`src/rtl/rtc_pkg.sv`:
```
// Shared types and helpers for the time-of-day core: edit field encoding,
// window decimal-point patterns and a small binary-to-BCD converter.
package rtc_pkg;

    typedef enum logic [1:0] {
        RUN  = 2'd0,
        HOUR = 2'd1,
        MIN  = 2'd2,
        SEC  = 2'd3
    } field_e;

    localparam logic [3:0] DP_OUTER = 4'b1010;
    localparam logic [3:0] DP_INNER = 4'b0101;

    // Converts 0..59 into two BCD nibbles {tens, units}.
    function automatic logic [7:0] bin_to_bcd(input logic [5:0] v);
        logic [3:0] tens;
        logic [5:0] units;
        tens  = 4'(v / 6'd10);
        units = v - 6'(tens) * 6'd10;
        return {tens, 4'(units)};
    endfunction

endpackage

```
`src/rtl/rtc_btn_holdoff.sv`:
```
// Button front end: 2-flop synchroniser plus a hold-off counter that turns
// a held level into a press pulse every time the counter drains to zero.
module rtc_btn_holdoff #(
    parameter int unsigned HOLD_CYC = 25000000,
    parameter int unsigned CNT_W    = 32
) (
    input  logic clk,
    input  logic rst,
    input  logic btn,
    output logic press_c
);

    logic [1:0]       sync_q;
    logic [CNT_W-1:0] cnt_q;

    assign press_c = sync_q[1] && (cnt_q == '0);

    always_ff @(posedge clk or posedge rst) begin
        if (rst) begin
            sync_q <= '0;
            cnt_q  <= '0;
        end else begin
            sync_q <= {sync_q[0], btn};
            if (press_c) begin
                cnt_q <= CNT_W'(HOLD_CYC);
            end else if (cnt_q != '0) begin
                cnt_q <= cnt_q - CNT_W'(1);
            end
        end
    end

endmodule

```
`src/rtl/rtc_timekeeper.sv`:
```
// Time-of-day core: seconds divider, HH:MM:SS counters, button field editing
// and a sliding 4-digit window. Define HOUR12_EN for the 12-hour display option.
module rtc_timekeeper
    import rtc_pkg::*;
#(
    parameter int unsigned DIV0     = 50000000,
    parameter int unsigned DIV1     = 1000000,
    parameter int unsigned DIV2     = 83333,
    parameter int unsigned DIV3     = 400,
    parameter int unsigned HOLD_CYC = 25000000,
    parameter int unsigned CNT_W    = 32
) (
    input  logic        clk,
    input  logic        rst,
    input  logic [1:0]  speed,
    input  logic        btn_mode,
    input  logic        btn_inc,
    input  logic        btn_left,
    input  logic        btn_right,
`ifdef HOUR12_EN
    input  logic        mode_12h,
    output logic        pm,
`endif
    output logic [7:0]  hour_bcd,
    output logic [7:0]  min_bcd,
    output logic [7:0]  sec_bcd,
    output logic [15:0] disp_digits,
    output logic [3:0]  dp_mask,
    output logic [3:0]  blink_mask,
    output logic [1:0]  edit_field,
    output logic [1:0]  win_off,
    output logic        sec_tick,
    output logic [7:0]  led_bar
);

    logic mode_p_c, inc_p_c, left_p_c, right_p_c;

    rtc_btn_holdoff #(.HOLD_CYC(HOLD_CYC), .CNT_W(CNT_W)) u_mode (
        .clk(clk), .rst(rst), .btn(btn_mode), .press_c(mode_p_c));
    rtc_btn_holdoff #(.HOLD_CYC(HOLD_CYC), .CNT_W(CNT_W)) u_inc (
        .clk(clk), .rst(rst), .btn(btn_inc), .press_c(inc_p_c));
    rtc_btn_holdoff #(.HOLD_CYC(HOLD_CYC), .CNT_W(CNT_W)) u_left (
        .clk(clk), .rst(rst), .btn(btn_left), .press_c(left_p_c));
    rtc_btn_holdoff #(.HOLD_CYC(HOLD_CYC), .CNT_W(CNT_W)) u_right (
        .clk(clk), .rst(rst), .btn(btn_right), .press_c(right_p_c));

    field_e           field_q, field_d;
    logic [4:0]       h_q, h_d;
    logic [5:0]       m_q, m_d, s_q, s_d;
    logic [1:0]       win_q, win_d;
    logic [CNT_W-1:0] div_q, div_d, div_lim_c;
    logic             tick_c;

    always_ff @(posedge clk or posedge rst) begin
        if (rst) begin
            field_q <= RUN;
            h_q     <= '0;
            m_q     <= '0;
            s_q     <= '0;
            win_q   <= '0;
            div_q   <= '0;
        end else begin
            field_q <= field_d;
            h_q     <= h_d;
            m_q     <= m_d;
            s_q     <= s_d;
            win_q   <= win_d;
            div_q   <= div_d;
        end
    end

    // Edit field sequencing on each accepted mode press.
    always_comb begin
        field_d = field_q;
        if (mode_p_c) begin
            case (field_q)
                RUN:     field_d = HOUR;
                HOUR:    field_d = MIN;
                MIN:     field_d = SEC;
                default: field_d = RUN;
            endcase
        end
    end

    always_comb begin
        case (speed)
            2'd0:    div_lim_c = CNT_W'(DIV0 - 1);
            2'd1:    div_lim_c = CNT_W'(DIV1 - 1);
            2'd2:    div_lim_c = CNT_W'(DIV2 - 1);
            default: div_lim_c = CNT_W'(DIV3 - 1);
        endcase
    end

    // >= rather than == lets a speed change past the limit tick immediately.
    assign tick_c = (field_q != SEC) && (div_q >= div_lim_c);

    always_comb begin
        div_d = div_q + CNT_W'(1);
        if ((field_q == SEC) || tick_c) begin
            div_d = '0;
        end
    end

    // Tick carry chain first, then the field increment on top of its result.
    always_comb begin
        h_d = h_q;
        m_d = m_q;
        s_d = s_q;
        if (tick_c) begin
            if (s_q == 6'd59) begin
                s_d = '0;
                if (m_q == 6'd59) begin
                    m_d = '0;
                    h_d = (h_q == 5'd23) ? '0 : h_q + 5'd1;
                end else begin
                    m_d = m_q + 6'd1;
                end
            end else begin
                s_d = s_q + 6'd1;
            end
        end
        if (inc_p_c) begin
            case (field_q)
                HOUR:    h_d = (h_d == 5'd23) ? '0 : h_d + 5'd1;
                MIN:     m_d = (m_d == 6'd59) ? '0 : m_d + 6'd1;
                SEC:     s_d = (s_d == 6'd59) ? '0 : s_d + 6'd1;
                default: ;
            endcase
        end
    end

    always_comb begin
        win_d = win_q;
        if (right_p_c && !left_p_c && (win_q != 2'd2)) begin
            win_d = win_q + 2'd1;
        end else if (left_p_c && !right_p_c && (win_q != 2'd0)) begin
            win_d = win_q - 2'd1;
        end
    end

    logic [4:0]  hdisp_c;
    logic [7:0]  hb_c, mb_c, sb_c, led_c, dig_fld_c;
    logic [15:0] digits_c;
    logic [3:0]  dp_c, blink_c;

    always_comb begin
        hdisp_c = h_q;
`ifdef HOUR12_EN
        if (mode_12h) begin
            if (h_q == 5'd0) begin
                hdisp_c = 5'd12;
            end else if (h_q > 5'd12) begin
                hdisp_c = h_q - 5'd12;
            end
        end
`endif
        hb_c = bin_to_bcd(6'(hdisp_c));
        mb_c = bin_to_bcd(m_q);
        sb_c = bin_to_bcd(s_q);
    end

    // Window select; dig_fld_c tags each visible digit with its owning field.
    always_comb begin
        case (win_q)
            2'd0: begin
                digits_c  = {hb_c, mb_c};
                dp_c      = DP_OUTER;
                dig_fld_c = {HOUR, HOUR, MIN, MIN};
            end
            2'd1: begin
                digits_c  = {hb_c[3:0], mb_c, sb_c[7:4]};
                dp_c      = DP_INNER;
                dig_fld_c = {HOUR, MIN, MIN, SEC};
            end
            default: begin
                digits_c  = {mb_c, sb_c};
                dp_c      = DP_OUTER;
                dig_fld_c = {MIN, MIN, SEC, SEC};
            end
        endcase
        blink_c = '0;
        for (int i = 0; i < 4; i++) begin
            blink_c[i] = (field_q != RUN) && (dig_fld_c[2*i +: 2] == field_q);
        end
    end

    assign led_c = {s_q[0], 1'b0, s_q > 6'd5, s_q > 6'd15, s_q > 6'd25,
                    s_q > 6'd35, s_q > 6'd45, s_q > 6'd55};

    always_ff @(posedge clk or posedge rst) begin
        if (rst) begin
            hour_bcd    <= '0;
            min_bcd     <= '0;
            sec_bcd     <= '0;
            disp_digits <= '0;
            dp_mask     <= '0;
            blink_mask  <= '0;
            edit_field  <= '0;
            win_off     <= '0;
            sec_tick    <= 1'b0;
            led_bar     <= '0;
`ifdef HOUR12_EN
            pm          <= 1'b0;
`endif
        end else begin
            hour_bcd    <= hb_c;
            min_bcd     <= mb_c;
            sec_bcd     <= sb_c;
            disp_digits <= digits_c;
            dp_mask     <= dp_c;
            blink_mask  <= blink_c;
            edit_field  <= field_q;
            win_off     <= win_q;
            sec_tick    <= tick_c;
            led_bar     <= led_c;
`ifdef HOUR12_EN
            pm          <= (h_q >= 5'd12);
`endif
        end
    end

endmodule

```
`config.mk`:
```
export PLATFORM = sky130hd
export DESIGN_NAME = rtc_timekeeper
export DESIGN_NICKNAME = d
export VERILOG_FILES = /design/src/rtl/rtc_pkg.sv /design/src/rtl/rtc_btn_holdoff.sv /design/src/rtl/rtc_timekeeper.sv
export SDC_FILE = /design/constraint.sdc
export NUM_CORES = 1
export LEC_CHECK = 0
export ABC_CLOCK_PERIOD_IN_PS = 11910
export CORE_ASPECT_RATIO = 1.75
export CORE_UTILIZATION = 55
export DETAILED_ROUTE_END_ITERATION = 10
export DONT_BUFFER_PORTS = 1
export PLACE_DENSITY = 0.7
export SLEW_MARGIN = 25
export SYNTH_ARGS = -nofsm -noshare
export SYNTH_HDL_FRONTEND = slang
export SYNTH_SLANG_ARGS = --single-unit
export TNS_END_PERCENT = 10
```
`constraint.sdc`:
```
create_clock -name clk -period 11.91 [get_ports clk]
set_input_delay 2.382 -clock clk [delete_from_list [all_inputs] [get_ports clk]]
set_output_delay 2.382 -clock clk [all_outputs]
set_load 0.02 [all_outputs]
```
==> impl_metrics.sql <==
INSERT INTO impl_metrics (metric_group, metric, value, unit) VALUES
('outcome', 'run_status', 'completed', ''),
('clock_network', 'postCtsHoldBufs', '0', ''),
('floorplan', 'die-height', '199', 'um'),
('power', 'fraction_of_power_consumed_by_combinational_cells', '0.146', ''),
('yosys', 'synth.largest_area_cell', 'dfrtp_1', ''),
('detailed_routing', 'drt_iter0_markers', '449', ''),
('yosys', 'synth_top_area_share', '0.495', ''),
('sta', 'slew_viol_final', '0', ''),
('yosys', 'yosysWarningCount', '0', ''),
('floorplan', 'die_area', '22900', 'um^2'),
('placed_design', 'dp_hpwl', '17100', 'um'),
('job', 'cap_viol_max_count', '0', ''),
('power', 'power.share.switching', '0.303', ''),
('detailed_routing', 'drt.antenna.violating_nets', '0', ''),
('setup_path', 'critPathRequiredTime', '12290', 'ps'),
('floorplan', 'die-width', '115', 'um'),
('sta', 'worst_slew_pin_slew', '954', 'ps'),
('floorplan', 'start_util', '0.564', ''),
('detailed_routing', 'routed_wl', '23900', 'um'),
('detailed_routing', 'detail_route.wl_per_cell', '15.7', 'um'),
('clock_network', 'cts_setup_buffers', '0', ''),
('floorplan', 'num_rows', '71', ''),
('global_routing', 'antenna_found_initial', '0', ''),
('sta', 'final.setup_skew', '11.6', 'ps'),
('sta', 'period_needed', '5430', 'ps'),
('yosys', 'ys_ff_latch', '242', ''),
('yosys', 'ys_top_cells_by_area', 'dfrtp_1 50%, ha_1 6.6%, xor2_1 4.4%', ''),
('yosys', 'number_of_synthesized_flops_with_an_enable_pin', '0', ''),
('finish', 'syn_to_final_growth', '8.60', '%'),
('yosys', 'synth_adder_area_share', '0.0714', ''),
('detailed_routing', 'number_of_drc_violations_after_detailed_routing', '0', ''),
('yosys', 'muxShareOfSynthArea', '0.0162', ''),
('power', 'pwr-share-seq', '0.496', ''),
('detailed_routing', 'drtPass1Iterations', '5', ''),
('yosys', 'synth_top_family_by_area', 'simple AND/OR/NAND/NOR gates', ''),
('sta', 'min_period_over_period', '0.456', ''),
('clock_network', 'path_clk_slew', '60', 'ps'),
('power', 'p_sw', '0.652', 'mW'),
('yosys', 'synth_cells', '1215', ''),
('setup_path', 'critical_path.top_delay_family', 'simple AND/OR/NAND/NOR gates', ''),
('sta', 'max-slew-margin-rel', '0.364', ''),
('setup_path', 'maximum_single_stage_delay_on_the_critical_path', '480', 'ps'),
('power', 'power.ir.vdd_worst', '0.0979', 'mV'),
('setup_path', 'crit_chain', 'ha_1 > o21bai_1 > ha_1 > nand4_1 > or4_1 > nor3_1 > a221oi_2 > a21oi_2 > nand2_1 > o21ai_0 > ha_1 > nand4_1 > nor4b_2 > nor3_1', ''),
('detailed_routing', 'avgViaCountPerCell', '5.67', ''),
('setup_path', 'worstPathMaxFanout', '10', ''),
('placed_design', 'placer_s_final_routability_congestion_estimate', '0.860', ''),
('sta', 'clock.fmax', '184', 'MHz'),
('hold_path', 'hold_path_class', 'flip-flop to flip-flop', ''),
('global_routing', 'maximum_number_of_pins_on_one_net_before_global_route_repair', '89', ''),
('yosys', 'post_synth_instance_area', '12200', 'um^2'),
('finish', 'fillerInstances', '1901', ''),
('global_routing', 'globalRouteTotalUtil', '0.221', ''),
('yosys', 'synth_async_sr_flop_share', '1.00', ''),
('power', 'internal-power', '1.50', 'mW'),
('finish', 'drive_gt1_frac', '0.0665', ''),
('power', 'p_total', '2.15', 'mW'),
('power', 'clockPowerShare', '0.358', ''),
('global_routing', 'wire_length_of_the_first_global_routing_pass', '41000', 'um'),
('clock_network', 'cts-root-to-sink-buffers', '3', ''),
('finish', 'area.sequential', '6060', 'um^2'),
('placed_design', 'placed_area', '12500', 'um^2'),
('yosys', 'synth_simple_gate_area_share', '0.208', ''),
('finish', 'fin_area', '13300', 'um^2'),
('yosys', 'synth.avg_cell_area', '10.1', 'um^2'),
('placed_design', 'place_ws', '5900', 'ps'),
('sta', 'grt_setup_unrepaired', 'no', ''),
('clock_network', 'cts_resized', '0', ''),
('clock_network', 'clock_tree.htree_level_count', '1', ''),
('detailed_routing', 'route.vias.total', '8651', ''),
('finish', 'layout_commonest_cell', 'dfrtp_1', '');
==> Yosys cell counts, types with 5 or more instances <==
library cell  count
a31oi_1          11
or4_1            14
a21oi_1          49
and3_1           10
nor3_1           63
nor3b_1           7
nor2_1          133
nand2_1         102
o21ai_0          49
dfrtp_1         242
nand4_1          11
a21o_1            6
or3_1            24
xor2_1           61
nand3_1          32
and2_1            8
or2_2             6
o31ai_1          12
o41ai_1           5
buf_4             9
nand2b_1         16
a22oi_1          10
inv_1            54
nor4_1           32
xnor2_1          46
o221ai_1          7
mux2i_1          13
ha_1             65
a211oi_1         11
clkbuf_1         25
nor2b_1           8
mux2_2            6
==> cell families (layout without fill, tap and decap cells) <==
kind of cell | after synthesis | in the layout
mux | 19 | 19
buf+inv | 91 | 100
xor+xnor | 107 | 107
compound gates | 190 | 190
simple gates | 497 | 497
flops | 242 | 242
other cells | 1 | 10
fa+ha+maj | 68 | 68
==> power by group through the flow <==
| stage | logic, mW | clock network [mW] | registers (mW) |
|---|---|---|---|
| 3_5_place_dp | 0.315 | 0 | 1.08 |
| 3_3_place_gp | 0.307 | 0 | 1.08 |
| 4_1_cts | 0.318 | 0.790 | 1.07 |
| 5_1_grt | 0.359 | 0.827 | 1.08 |
| 2_1_floorplan | 0.260 | 0 | 1.04 |
| 6_report | 0.315 | 0.770 | 1.07 |
==> flip-flops by register name (all words and copies together) (netlist names), 7 cells and up <==
register and cells:
sec_bcd 7, min_bcd 7, u_mode.cnt_q 32, div_q 32, u_right.cnt_q 32, u_left.cnt_q 32
disp_digits 16, u_inc.cnt_q 32
==> cell type report <==
class | instances | area share
Clock inverter | 13 | 0.0132
Multi-Input combinational cell | 891 | 0.438
Clock buffer | 28 | 0.0462
Tap cell | 292 | 0.0275
Inverter | 54 | 0.0158
Timing Repair Buffer | 5 | 0.00339
Sequential cell | 242 | 0.456
==> final timing paths <==
check / start / slack (ps) / end / depth (start not counted)
max: speed[0] / 6480 / s_q[1] / 14
min: u_inc.sync_q[0] / 350 / u_inc.sync_q[1] / 0
max reg2reg: m_q[3] / 7650 / disp_digits[3] / 16
min reg2reg: u_inc.sync_q[0] / 350 / u_inc.sync_q[1] / 0
max in group asynchronous: rst / 8990 / div_q[10] / 2
min in group asynchronous: rst / 1800 / u_left.sync_q[0] / 1
==> routing by layer <==
metal / vias up / GRT usage / share of wire
met5: - / 0 / 0
met4: 0 / 0.0962 / 0.034
met1: 4223 / 0.257 / 0.41
li1: 4243 / - / -
met2: 133 / 0.404 / 0.53
met3: 52 / 0.0270 / 0.030
==> stage by stage <==
step,hold slack [ps],std cells
6_report,349,1525
5_1_grt,354,1525
4_1_cts,352,1525
3_5_place_dp,337,1484
3_3_place_gp,332,1484
2_1_floorplan,331,1224
No activity file was read; power rests on OpenSTA's default activity.
